**src/rtl/ifu_fetch.sv**
```systemverilog
// Instruction fetch stage: owns the architectural PC and issues word fetches
// to instruction memory. Returned words are buffered and handed to decode as
// {instr, instr_pc}. Redirects and halts flush the buffer and discard stale
// responses.
// Optional build macro: IFU_BYPASS_EN. It lets a response go straight to
// decode in its arrival cycle when the buffer is empty.

module ifu_fetch #(
    parameter logic [63:0] RESET_PC   = 64'h0000_0000_8000_0000,
    parameter int          FIFO_DEPTH = 2,
    parameter int          INSTR_SIZE = 32
) (
    input  logic                  clk,
    input  logic                  rst,
    output logic                  imem_req_valid,
    input  logic                  imem_req_ready,
    output logic [63:0]           imem_req_addr,
    input  logic                  imem_rsp_valid,
    input  logic [INSTR_SIZE-1:0] imem_rsp_data,
    input  logic                  redirect_valid,
    input  logic [63:0]           redirect_pc,
    input  logic                  halt,
    output logic                  instr_valid,
    output logic [INSTR_SIZE-1:0] instr,
    output logic [63:0]           instr_pc,
    input  logic                  instr_ready,
    output logic                  halted
);

    localparam int AW = (FIFO_DEPTH > 1) ? $clog2(FIFO_DEPTH) : 1;
    localparam int CW = AW + 1;
    localparam logic [CW-1:0] DEPTH_C = CW'(FIFO_DEPTH);
    localparam logic [CW-1:0] ONE_C   = CW'(1);
    localparam logic [CW-1:0] ZERO_C  = CW'(0);
    localparam logic [AW-1:0] PONE_C  = AW'(1);
    localparam logic [AW-1:0] PZERO_C = AW'(0);

    typedef enum logic [1:0] {
        ST_BOOT = 2'd0,
        ST_RUN  = 2'd1,
        ST_HALT = 2'd2
    } state_t;

    state_t                  state_r;
    state_t                  state_s;
    logic [63:0]             pc_r;
    logic [CW-1:0]           inflight_r;
    logic [CW-1:0]           drop_r;
    logic [CW-1:0]           inflight_next_s;

    // instruction buffer
    logic [INSTR_SIZE-1:0]   ib_data_r [FIFO_DEPTH];
    logic [63:0]             ib_pc_r   [FIFO_DEPTH];
    logic [AW-1:0]           ib_rd_r;
    logic [AW-1:0]           ib_wr_r;
    logic [CW-1:0]           ib_cnt_r;

    // request-PC queue, written at acceptance, read by kept responses
    logic [63:0]             pq_pc_r [FIFO_DEPTH];
    logic [AW-1:0]           pq_rd_r;
    logic [AW-1:0]           pq_wr_r;

    logic                    run_s;
    logic                    halt_now_s;
    logic                    redir_now_s;
    logic                    flush_s;
    logic                    credit_s;
    logic                    req_valid_s;
    logic                    accept_s;
    logic                    rsp_dec_s;
    logic                    keep_rsp_s;
    logic                    drop_rsp_s;
    logic                    ib_empty_s;
    logic                    fifo_vis_s;
    logic                    bypass_s;
    logic                    push_s;
    logic                    pop_s;
    logic [63:0]             pq_head_s;
    logic [CW:0]             occ_s;

    // Control decode: request credit, response routing, flush conditions
    always_comb begin
        run_s       = (state_r == ST_RUN);
        halt_now_s  = run_s && halt;
        redir_now_s = run_s && !halt && redirect_valid;
        flush_s     = halt_now_s || redir_now_s;
        occ_s       = {1'b0, inflight_r} + {1'b0, ib_cnt_r};
        credit_s    = (occ_s < {1'b0, DEPTH_C});
        req_valid_s = run_s && !halt && !redirect_valid && credit_s;
        accept_s    = req_valid_s && imem_req_ready;
        rsp_dec_s   = imem_rsp_valid && (inflight_r != ZERO_C);
        // a response in a redirect/halt cycle is discarded along with the rest
        keep_rsp_s  = imem_rsp_valid && run_s && !halt && !redirect_valid && (drop_r == ZERO_C);
        drop_rsp_s  = imem_rsp_valid && run_s && !halt && !redirect_valid && (drop_r != ZERO_C);
        ib_empty_s  = (ib_cnt_r == ZERO_C);
        fifo_vis_s  = !ib_empty_s && (state_r != ST_HALT);
        pq_head_s   = pq_pc_r[pq_rd_r];
`ifdef IFU_BYPASS_EN
        bypass_s    = keep_rsp_s && ib_empty_s;
`else
        bypass_s    = 1'b0;
`endif
        push_s      = keep_rsp_s && !(bypass_s && instr_ready);
        pop_s       = fifo_vis_s && instr_ready;
    end

    // Outstanding-fetch count after this cycle's acceptance and response
    always_comb begin
        inflight_next_s = inflight_r;
        if (accept_s && !rsp_dec_s) begin
            inflight_next_s = inflight_r + ONE_C;
        end else if (!accept_s && rsp_dec_s) begin
            inflight_next_s = inflight_r - ONE_C;
        end else begin
            inflight_next_s = inflight_r;
        end
    end

    // FSM next state: BOOT lasts one cycle, HALT is sticky until reset
    always_comb begin
        state_s = state_r;
        case (state_r)
            ST_BOOT: state_s = ST_RUN;
            ST_RUN: begin
                if (halt) begin
                    state_s = ST_HALT;
                end else begin
                    state_s = ST_RUN;
                end
            end
            ST_HALT: state_s = ST_HALT;
            default: state_s = ST_BOOT;
        endcase
    end

    // FSM state register
    always_ff @(posedge clk or negedge rst) begin
        if (!rst) begin
            state_r <= ST_BOOT;
        end else begin
            state_r <= state_s;
        end
    end

    // Architectural PC: redirect target (word aligned) or sequential advance
    always_ff @(posedge clk or negedge rst) begin
        if (!rst) begin
            pc_r <= RESET_PC;
        end else if (redir_now_s) begin
            pc_r <= redirect_pc & 64'hFFFF_FFFF_FFFF_FFFC;
        end else if (accept_s) begin
            pc_r <= pc_r + 64'd4;
        end else begin
            pc_r <= pc_r;
        end
    end

    // Outstanding fetches and number of stale responses still to discard
    always_ff @(posedge clk or negedge rst) begin
        if (!rst) begin
            inflight_r <= ZERO_C;
            drop_r     <= ZERO_C;
        end else begin
            inflight_r <= inflight_next_s;
            if (halt_now_s) begin
                drop_r <= ZERO_C;
            end else if (redir_now_s) begin
                drop_r <= inflight_next_s;
            end else if (drop_rsp_s) begin
                drop_r <= drop_r - ONE_C;
            end else begin
                drop_r <= drop_r;
            end
        end
    end

    // Instruction buffer: push kept responses, pop on decode handshake
    always_ff @(posedge clk or negedge rst) begin
        if (!rst) begin
            ib_rd_r  <= PZERO_C;
            ib_wr_r  <= PZERO_C;
            ib_cnt_r <= ZERO_C;
            for (int i = 0; i < FIFO_DEPTH; i++) begin
                ib_data_r[i] <= {INSTR_SIZE{1'b0}};
                ib_pc_r[i]   <= 64'd0;
            end
        end else if (flush_s) begin
            ib_rd_r  <= PZERO_C;
            ib_wr_r  <= PZERO_C;
            ib_cnt_r <= ZERO_C;
        end else begin
            if (push_s) begin
                ib_data_r[ib_wr_r] <= imem_rsp_data;
                ib_pc_r[ib_wr_r]   <= pq_head_s;
                ib_wr_r            <= ib_wr_r + PONE_C;
            end
            if (pop_s) begin
                ib_rd_r <= ib_rd_r + PONE_C;
            end
            if (push_s && !pop_s) begin
                ib_cnt_r <= ib_cnt_r + ONE_C;
            end else if (!push_s && pop_s) begin
                ib_cnt_r <= ib_cnt_r - ONE_C;
            end else begin
                ib_cnt_r <= ib_cnt_r;
            end
        end
    end

    // Request-PC queue: dropped responses never consume an entry
    always_ff @(posedge clk or negedge rst) begin
        if (!rst) begin
            pq_rd_r <= PZERO_C;
            pq_wr_r <= PZERO_C;
            for (int i = 0; i < FIFO_DEPTH; i++) begin
                pq_pc_r[i] <= 64'd0;
            end
        end else if (flush_s) begin
            pq_rd_r <= PZERO_C;
            pq_wr_r <= PZERO_C;
        end else begin
            if (accept_s) begin
                pq_pc_r[pq_wr_r] <= pc_r;
                pq_wr_r          <= pq_wr_r + PONE_C;
            end
            if (keep_rsp_s) begin
                pq_rd_r <= pq_rd_r + PONE_C;
            end
        end
    end

    // Decode-side outputs: buffer head, or the arriving response on bypass
    always_comb begin
        instr_valid = 1'b0;
        instr       = {INSTR_SIZE{1'b0}};
        instr_pc    = 64'd0;
        if (fifo_vis_s) begin
            instr_valid = 1'b1;
            instr       = ib_data_r[ib_rd_r];
            instr_pc    = ib_pc_r[ib_rd_r];
        end else if (bypass_s) begin
            instr_valid = 1'b1;
            instr       = imem_rsp_data;
            instr_pc    = pq_head_s;
        end else begin
            instr_valid = 1'b0;
        end
    end

    assign imem_req_valid = req_valid_s;
    assign imem_req_addr  = pc_r;
    assign halted         = (state_r == ST_HALT);

    ifu_fetch_chk #(.CW(CW)) u_chk (
        .clk   (clk),
        .rst   (rst),
        .push  (push_s),
        .count (ib_cnt_r),
        .depth (DEPTH_C)
    );

endmodule

// Invariant checker for the fetch buffer.
module ifu_fetch_chk #(
    parameter int CW = 2
) (
    input logic          clk,
    input logic          rst,
    input logic          push,
    input logic [CW-1:0] count,
    input logic [CW-1:0] depth
);

    // the credit rule must keep the buffer from ever being written while full
    a_no_overflow: assert property (@(posedge clk) disable iff (!rst)
        !(push && (count == depth)));

endmodule

```
**config.mk**
```make
export PLATFORM = sky130hd
export DESIGN_NAME = ifu_fetch
export DESIGN_NICKNAME = d
export VERILOG_FILES = /design/src/rtl/ifu_fetch.sv
export SDC_FILE = /design/constraint.sdc
export NUM_CORES = 1
export LEC_CHECK = 0
export CAP_MARGIN = 20
export CORE_MARGIN = 10
export CORE_UTILIZATION = 30
export DETAILED_ROUTE_END_ITERATION = 8
export DONT_BUFFER_PORTS = 1
export HOLD_SLACK_MARGIN = 0.06
export PLACE_DENSITY_LB_ADDON = 0.2
export SLEW_MARGIN = 20
export SYNTH_ARGS = -nofsm -noshare
export SYNTH_HDL_FRONTEND = slang
export SYNTH_HIERARCHICAL = 1
export SYNTH_SLANG_ARGS = --single-unit
```
**constraint.sdc**
```tcl
create_clock -name clk -period 7.08 [get_ports clk]
set_input_delay 1.062 -clock clk [delete_from_list [all_inputs] [get_ports clk]]
set_output_delay 1.062 -clock clk [all_outputs]
set_load 0.01 [all_outputs]
```
==> flow_summary.json, run 1 <==
{
  "yosysTopAreaCellShare_pct": 55.2,
  "tritoncts.num_buffers": 46,
  "fin_setup_tns_ns": 0,
  "n_antenna_cell": 0,
  "synthDistinctLibCells": 46,
  "post_synth_mux_area_share_pct": 20.7,
  "synthArstFlopShare_pct": 100,
  "final.setup_skew_ns": 0.0151,
  "tritoncts": "done",
  "grt_max_degree": 387,
  "synth_compound_gate_area_share_pct": 5.89,
  "p_per_area_nw_per_um2": 404,
  "report.final.slew_viol_count": 0,
  "timing.final.hold_violations": 0,
  "via_count_of_the_first_global_routing_pass": 11600,
  "core_sq_um": 57700,
  "post-cts-setup-buffer-count": 0,
  "ys_warn_count": 6,
  "start_kind": "register",
  "clock_insertion_delay_worst_skew_ns": 0.58,
  "clkTransAtPathRegs_ns": 0.05,
  "power.static_leakage_nw": 8.32,
  "design.portCount": 266,
  "area_growth_pct": 12.8,
  "outcome": "complete, no violations",
  "leading_cell_type_in_the_layout_fill_and_taps_excluded": "dfrtp_1",
  "timing.hold.ws_ns": 0.193,
  "place.detailed.hpwl_um": 31900,
  "placedInstanceArea_sq_um": 18200,
  "dominant_combinational_cell_family_by_area_after_synthesis": "multiplexers",
  "antenna_found_initial": 1,
  "count_of_state_elements_after_synthesis": 386,
  "detail_route.wl_per_cell_um": 21.1,
  "critical_path_class": "register to output pin",
  "die_width_um": 261,
  "nets": 1646,
  "final_period_minus_worst_setup_slack_ns": 3.93,
  "buffers_on_ports": 0,
  "adder_and_majority_cell_fraction_of_the_synthesized_area_pct": 0.445,
  "dieArea_sq_um": 68200,
  "cts_root_buffer": "clkbuf_16",
  "max_cap_viol_count": 0,
  "peakVddDrop_mv": 0.176,
  "slew-limit-headroom_pct": 7.06,
  "timing_worst_slew_pin_value_ns": 1.39,
  "dr.first_iter.drc_count": 651,
  "gr-usage-all-layers_pct": 14.2,
  "wire_length_of_the_first_global_routing_pass_um": 74700,
  "initial_utilization_pct": 30.2,
  "core.rowCount": 88,
  "place_congestion": 0.738,
  "synth_enable_flop_cells": 0,
  "number_of_standard_cells_after_synthesis": 1575,
  "rsz0062_at_grt": "false",
  "total_grt_overflow": 0,
  "synth.yosys.seq_area_share_pct": 55.4,
  "holdBufCountCts": 0,
  "synth_top_cells_by_area": "dfrtp_1 55%, mux2_2 12%, mux2i_1 9.0%, nor2_1 4.2%, nand2_1 3.5%",
  "ctsHtreeMaxLevel": 2,
  "area_share_of_and_or_nand_nor_cells_after_synthesis_pct": 11.7,
  "post_synthesis_cell_type_with_the_largest_combined_area": "dfrtp_1",
  "number_of_drc_violations_after_detailed_routing": 0,
  "fillers": 5850,
  "max_freq_mhz": 254,
  "critPathArrivalTime_ns": 2.87,
  "clkSinkCount": 386,
  "post_cts_resized": 0,
  "drt-pass1-iter-count": 4,
  "final_antenna_net_count": 0,
  "dpl.cell_count": 2256,
  "min_period_over_period_pct": 55.5,
  "crit_path_max_fanout": 50,
  "finalSetupViolations": 0,
  "wl_um": 49400,
  "die_height_um": 261,
  "netlist_area_pre_place_sq_um": 17500,
  "worstPathRequired_ns": 6.02,
  "endpoint_kind": "output pin",
  "holdCritPathClass": "input pin to asynchronous set/reset pin",
  "via_per_inst": 4.86,
  "detailroute.via_count": 11400,
  "synth-main-ff-cell": "dfrtp_1",
  "fin_cells": 2337,
  "drive_gt1_share_pct": 17.7,
  "layout_common_cells": "383 x dfrtp_1, 194 x nor2_1, 181 x mux2_2",
  "design_area_sq_um": 19700,
  "synth_area_per_cell_sq_um": 11.1,
  "synth_xor_xnor_area_share_pct": 3.36,
  "clk_path_buf_depth": 3
}
path summary, 6_finish.rpt:
check,cells after the start,endpoint,slack [ns],start
max,5,instr_pc[63],3.15,state_r[0]
min,0,ib_pc_r[84],0.19,rst
max reg2reg,8,imem_req_addr[44],3.40,ib_cnt_r[0]
min reg2reg,2,ib_pc_r[13],0.47,ib_pc_r[13]
max in group asynchronous,0,ib_pc_r[70],5.76,rst
min in group clk,2,ib_pc_r[13],0.47,ib_pc_r[13]
area by class of cell:
type	count	area (sq um)	share of cell area [%]
Tap cell	765	957	4.86
Multi-Input combinational cell	1081	7410	37.6
Inverter	13	48.8	0.248
Clock buffer	66	1320	6.69
Sequential cell	386	9670	49.1
Timing Repair Buffer	11	108	0.547
Clock inverter	15	179	0.909
registers in the layout (all words and copies together) (netlist names):
| signal | flops |
|---|---|
| pq_pc_r | 124 |
| drop_r | 2 |
| ib_cnt_r | 2 |
| ib_rd_r | 1 |
| pq_rd_r | 1 |
| ib_wr_r | 1 |
| imem_req_addr | 62 |
| pq_wr_r | 1 |
| ib_pc_r | 124 |
| ib_data_r | 64 |
| state_r | 2 |
| inflight_r | 2 |
power by group:
group,leakage (nW),internal [mW],switching (mW)
Combinational,2.52,0.881,0.910
Sequential,5.06,2.94,0.872
Clock,0.737,1.41,0.941
Total,8.32,5.22,2.72
stage by stage:
step / setup slack (ns) / utilization, % / total power, mW
after floorplan: 4.14 / - / 5.01
after global placement: 2.93 / 31.5 / 5.62
after detailed placement: 2.95 / 31.5 / 5.70
after CTS: 2.98 / 34.1 / 8.10
after global routing: 2.86 / 34.1 / 8.48
final: 3.15 / 34.1 / 7.95
layer usage:
metal  track usage [%]  up-vias  part of all wire (%)
met5                 0        -                 0.026
met4              3.47        2                   1.8
met3              4.22       54                   6.5
met2              22.8      230                    47
met1              18.6     5742                    44
li1                  -     5335                     -
worst max-delay path, cell delays in order (launching register included):
cell	delay, ns
dfrtp_1	0.40
nand2b_1	0.28
o21ai_4	0.10
buf_4	0.47
buf_4	0.65
nor2_1	0.35
cell usage after synthesis, types with 3 or more instances:
| master | number |
|---|---|
| a21oi_1 | 74 |
| and3_1 | 12 |
| and4_1 | 4 |
| buf_1 | 22 |
| buf_2 | 4 |
| buf_4 | 4 |
| clkbuf_1 | 68 |
| dfrtp_1 | 385 |
| ha_1 | 3 |
| inv_1 | 13 |
| mux2_2 | 181 |
| mux2i_1 | 157 |
| nand2_1 | 162 |
| nand3_1 | 27 |
| nand4_1 | 13 |
| nor2_1 | 196 |
| nor2b_1 | 4 |
| nor3_1 | 15 |
| nor4_1 | 12 |
| o21ai_0 | 118 |
| o21ai_1 | 5 |
| xnor2_1 | 51 |
| xor2_1 | 16 |
cells by family (layout without fill, tap and decap cells):
group,count (synthesis),after routing
AO/OA/AOI/OAI,202,202
XOR/XNOR,67,67
adder cells (fa/ha/maj),6,6
buffers and inverters,111,105
flip-flops,386,386
multiplexers,338,338
other,1,4
AND/OR/NAND/NOR,464,464
Note: power is estimated with default switching activity, not from simulation.
==> run 2, diff against run 1 <==
==> constraint.sdc (replaced) <==
create_clock -name clk -period 4 [get_ports clk]
set_input_delay 0.6 -clock clk [delete_from_list [all_inputs] [get_ports clk]]
set_output_delay 0.6 -clock clk [all_outputs]
set_load 0.01 [all_outputs]
==> flow_summary.json, run 2 (synthesized netlist as in run 1, its figures left out) <==
{
  "grt_max_degree": 387,
  "critPathSlowestCell": "or3b_2",
  "design_area_sq_um": 19800,
  "p_per_area_nw_per_um2": 712,
  "area_growth_pct": 13.6,
  "clkSinkCount": 386,
  "p_int_mw": 9.27,
  "wl_met3_um": 2980,
  "core.rowCount": 88,
  "wl_met1_um": 22300,
  "final_period_minus_worst_setup_slack_ns": 3.25,
  "crit_path_max_incr_delay_ns": 0.54,
  "cp_cell_sequence": "and2_1 -> fa_1 -> or3b_2 -> nor3_4 -> nand2_2 -> nor4_1 -> xnor2_1 -> o21ai_0",
  "start_kind": "register",
  "finalSetupViolations": 0,
  "slew-limit-headroom_pct": 36.9,
  "final.setup_skew_ns": 0.0175,
  "number_of_drc_violations_after_detailed_routing": 0,
  "gr-usage-all-layers_pct": 14.5,
  "peakVddDrop_mv": 0.428,
  "via_per_inst": 4.83,
  "drive_gt1_share_pct": 18.4,
  "die_height_um": 261,
  "timing.critical_path.buf_inv": 0,
  "reg_to_reg_critical_path_endpoint": "imem_req_addr[57]",
  "nets": 1659,
  "post_route_worst_setup_slack_ns": 0.748,
  "pre_cts_slack_ns": 0.690,
  "violations": "hold timing",
  "worstReg2RegStart": "ib_cnt_r[0]",
  "rsz0062_at_grt": "false",
  "reg.largest.list": "ib_pc_r x124, pq_pc_r x124, ib_data_r x64",
  "max_cap_viol_count": 0,
  "met2RoutedLength_um": 23900,
  "via_count_of_the_first_global_routing_pass": 11800,
  "comb_power_share_pct": 23.5,
  "clk_path_buf_depth": 3,
  "layout_common_cells": "383 x dfrtp_1, 194 x nor2_1, 181 x mux2_2",
  "place.detailed.hpwl_um": 32800,
  "dr.first_iter.drc_count": 630,
  "antenna_found_initial": 1,
  "max_freq_mhz": 308,
  "switchingPower_mw": 4.84,
  "initial_utilization_pct": 30.2,
  "detailroute.via_count": 11400,
  "min_period_over_period_pct": 81.3,
  "total_grt_overflow": 0,
  "critical-path-top-delay-family": "simple AND/OR/NAND/NOR gates",
  "ff2ff_path_depth": 8,
  "post_cts_resized": 0,
  "critical_path_class": "register to register",
  "die_width_um": 261,
  "place_congestion": 0.758,
  "tritoncts": "done",
  "power.static_leakage_nw": 8.40,
  "critPathArrivalTime_ns": 3.70,
  "timing_worst_slew_pin_value_ns": 0.943,
  "outcome": "complete, but fails checks",
  "switching_share_pct": 34.3,
  "design.portCount": 266,
  "detail_route.wl_per_cell_um": 21.4,
  "holdCritPathClass": "input pin to asynchronous set/reset pin",
  "wl_um": 50300,
  "wire_length_of_the_first_global_routing_pass_um": 76200,
  "post-cts-setup-buffer-count": 0,
  "dieArea_sq_um": 68200,
  "leading_cell_type_in_the_layout_fill_and_taps_excluded": "dfrtp_1",
  "crit_start": "ib_cnt_r[0]",
  "route.top_layer_used": "met5",
  "core_sq_um": 57700,
  "clkTransAtPathRegs_ns": 0.06,
  "endpoint_kind": "register",
  "drt-pass1-iter-count": 5,
  "ctsHtreeMaxLevel": 2,
  "buffers_on_ports": 0,
  "timing.hold.ws_ns": -0.260,
  "cts_root_buffer": "clkbuf_16",
  "final_antenna_net_count": 0,
  "clock_insertion_delay_worst_skew_ns": 0.57,
  "placedInstanceArea_sq_um": 18300,
  "report.final.slew_viol_count": 0,
  "seqPwrFrac_pct": 47.3,
  "dpl.cell_count": 2270,
  "crit_path_max_fanout": 13,
  "timing.reg2reg.setup_slack_ns": 0.75,
  "fin_setup_tns_ns": 0,
  "clock_power_share_pct": 29.3,
  "fin_cells": 2353,
  "worstPathRequired_ns": 4.44,
  "timing.final.hold_violations": 385,
  "tritoncts.num_buffers": 45
}
## run 2: layout make-up
type                            count  area [sq um]
Multi-Input combinational cell   1081          7410
Fill cell                        5777         37900
Sequential cell                   386          9670
Clock buffer                       69          1320
Timing Repair Buffer               25           250
Inverter                           13          48.8
Clock inverter                     13           175
Tap cell                          765           957
Antenna cell                        1          2.50
## run 2: per-layer routing
| metal | vias to the layer above | GRT usage [%] |
|---|---|---|
| met3 | 63 | 3.68 |
| met4 | 2 | 4.25 |
| met1 | 5708 | 18.9 |
| met5 | - | 0 |
| met2 | 226 | 23.6 |
| li1 | 5375 | - |
## run 2: power groups by stage
stage	registers (mW)	logic (mW)	clock network, mW
finish	6.67	3.31	4.13
global route	6.91	3.72	4.44
CTS	6.72	3.38	4.27
detailed placement	6.79	3.37	0
global placement	6.73	3.29	0
floorplan	6.16	2.71	0
## run 2: how the worst max path moves through the flow
stage | to | cells after the start
final | imem_req_addr[57] | 8
after CTS | imem_req_addr[59] | 8
after global placement | imem_req_addr[59] | 8
after global routing | imem_req_addr[63] | 8
after detailed placement | imem_req_addr[63] | 8
after floorplan | pq_pc_r[10] | 7
## run 2: worst register-to-register path, delay by kind of cell, from the launching register on
kind	cells	cell delay [ns]
AO/OA/AOI/OAI	1	0.08
XOR/XNOR	1	0.16
adder cells (fa/ha/maj)	1	0.49
flip-flops	1	0.45
AND/OR/NAND/NOR	5	1.95
## run 2: per-stage QoR
| stage | util [%] | hold WS (ns) | total power, mW |
|---|---|---|---|
| after floorplan | - | 0.304 | 8.87 |
| after global placement | 31.8 | 0.319 | 10.0 |
| after detailed placement | 31.8 | 0.321 | 10.2 |
| after CTS | 34.4 | -0.306 | 14.4 |
| after global routing | 34.4 | -0.295 | 15.1 |
| final | 34.4 | -0.260 | 14.1 |
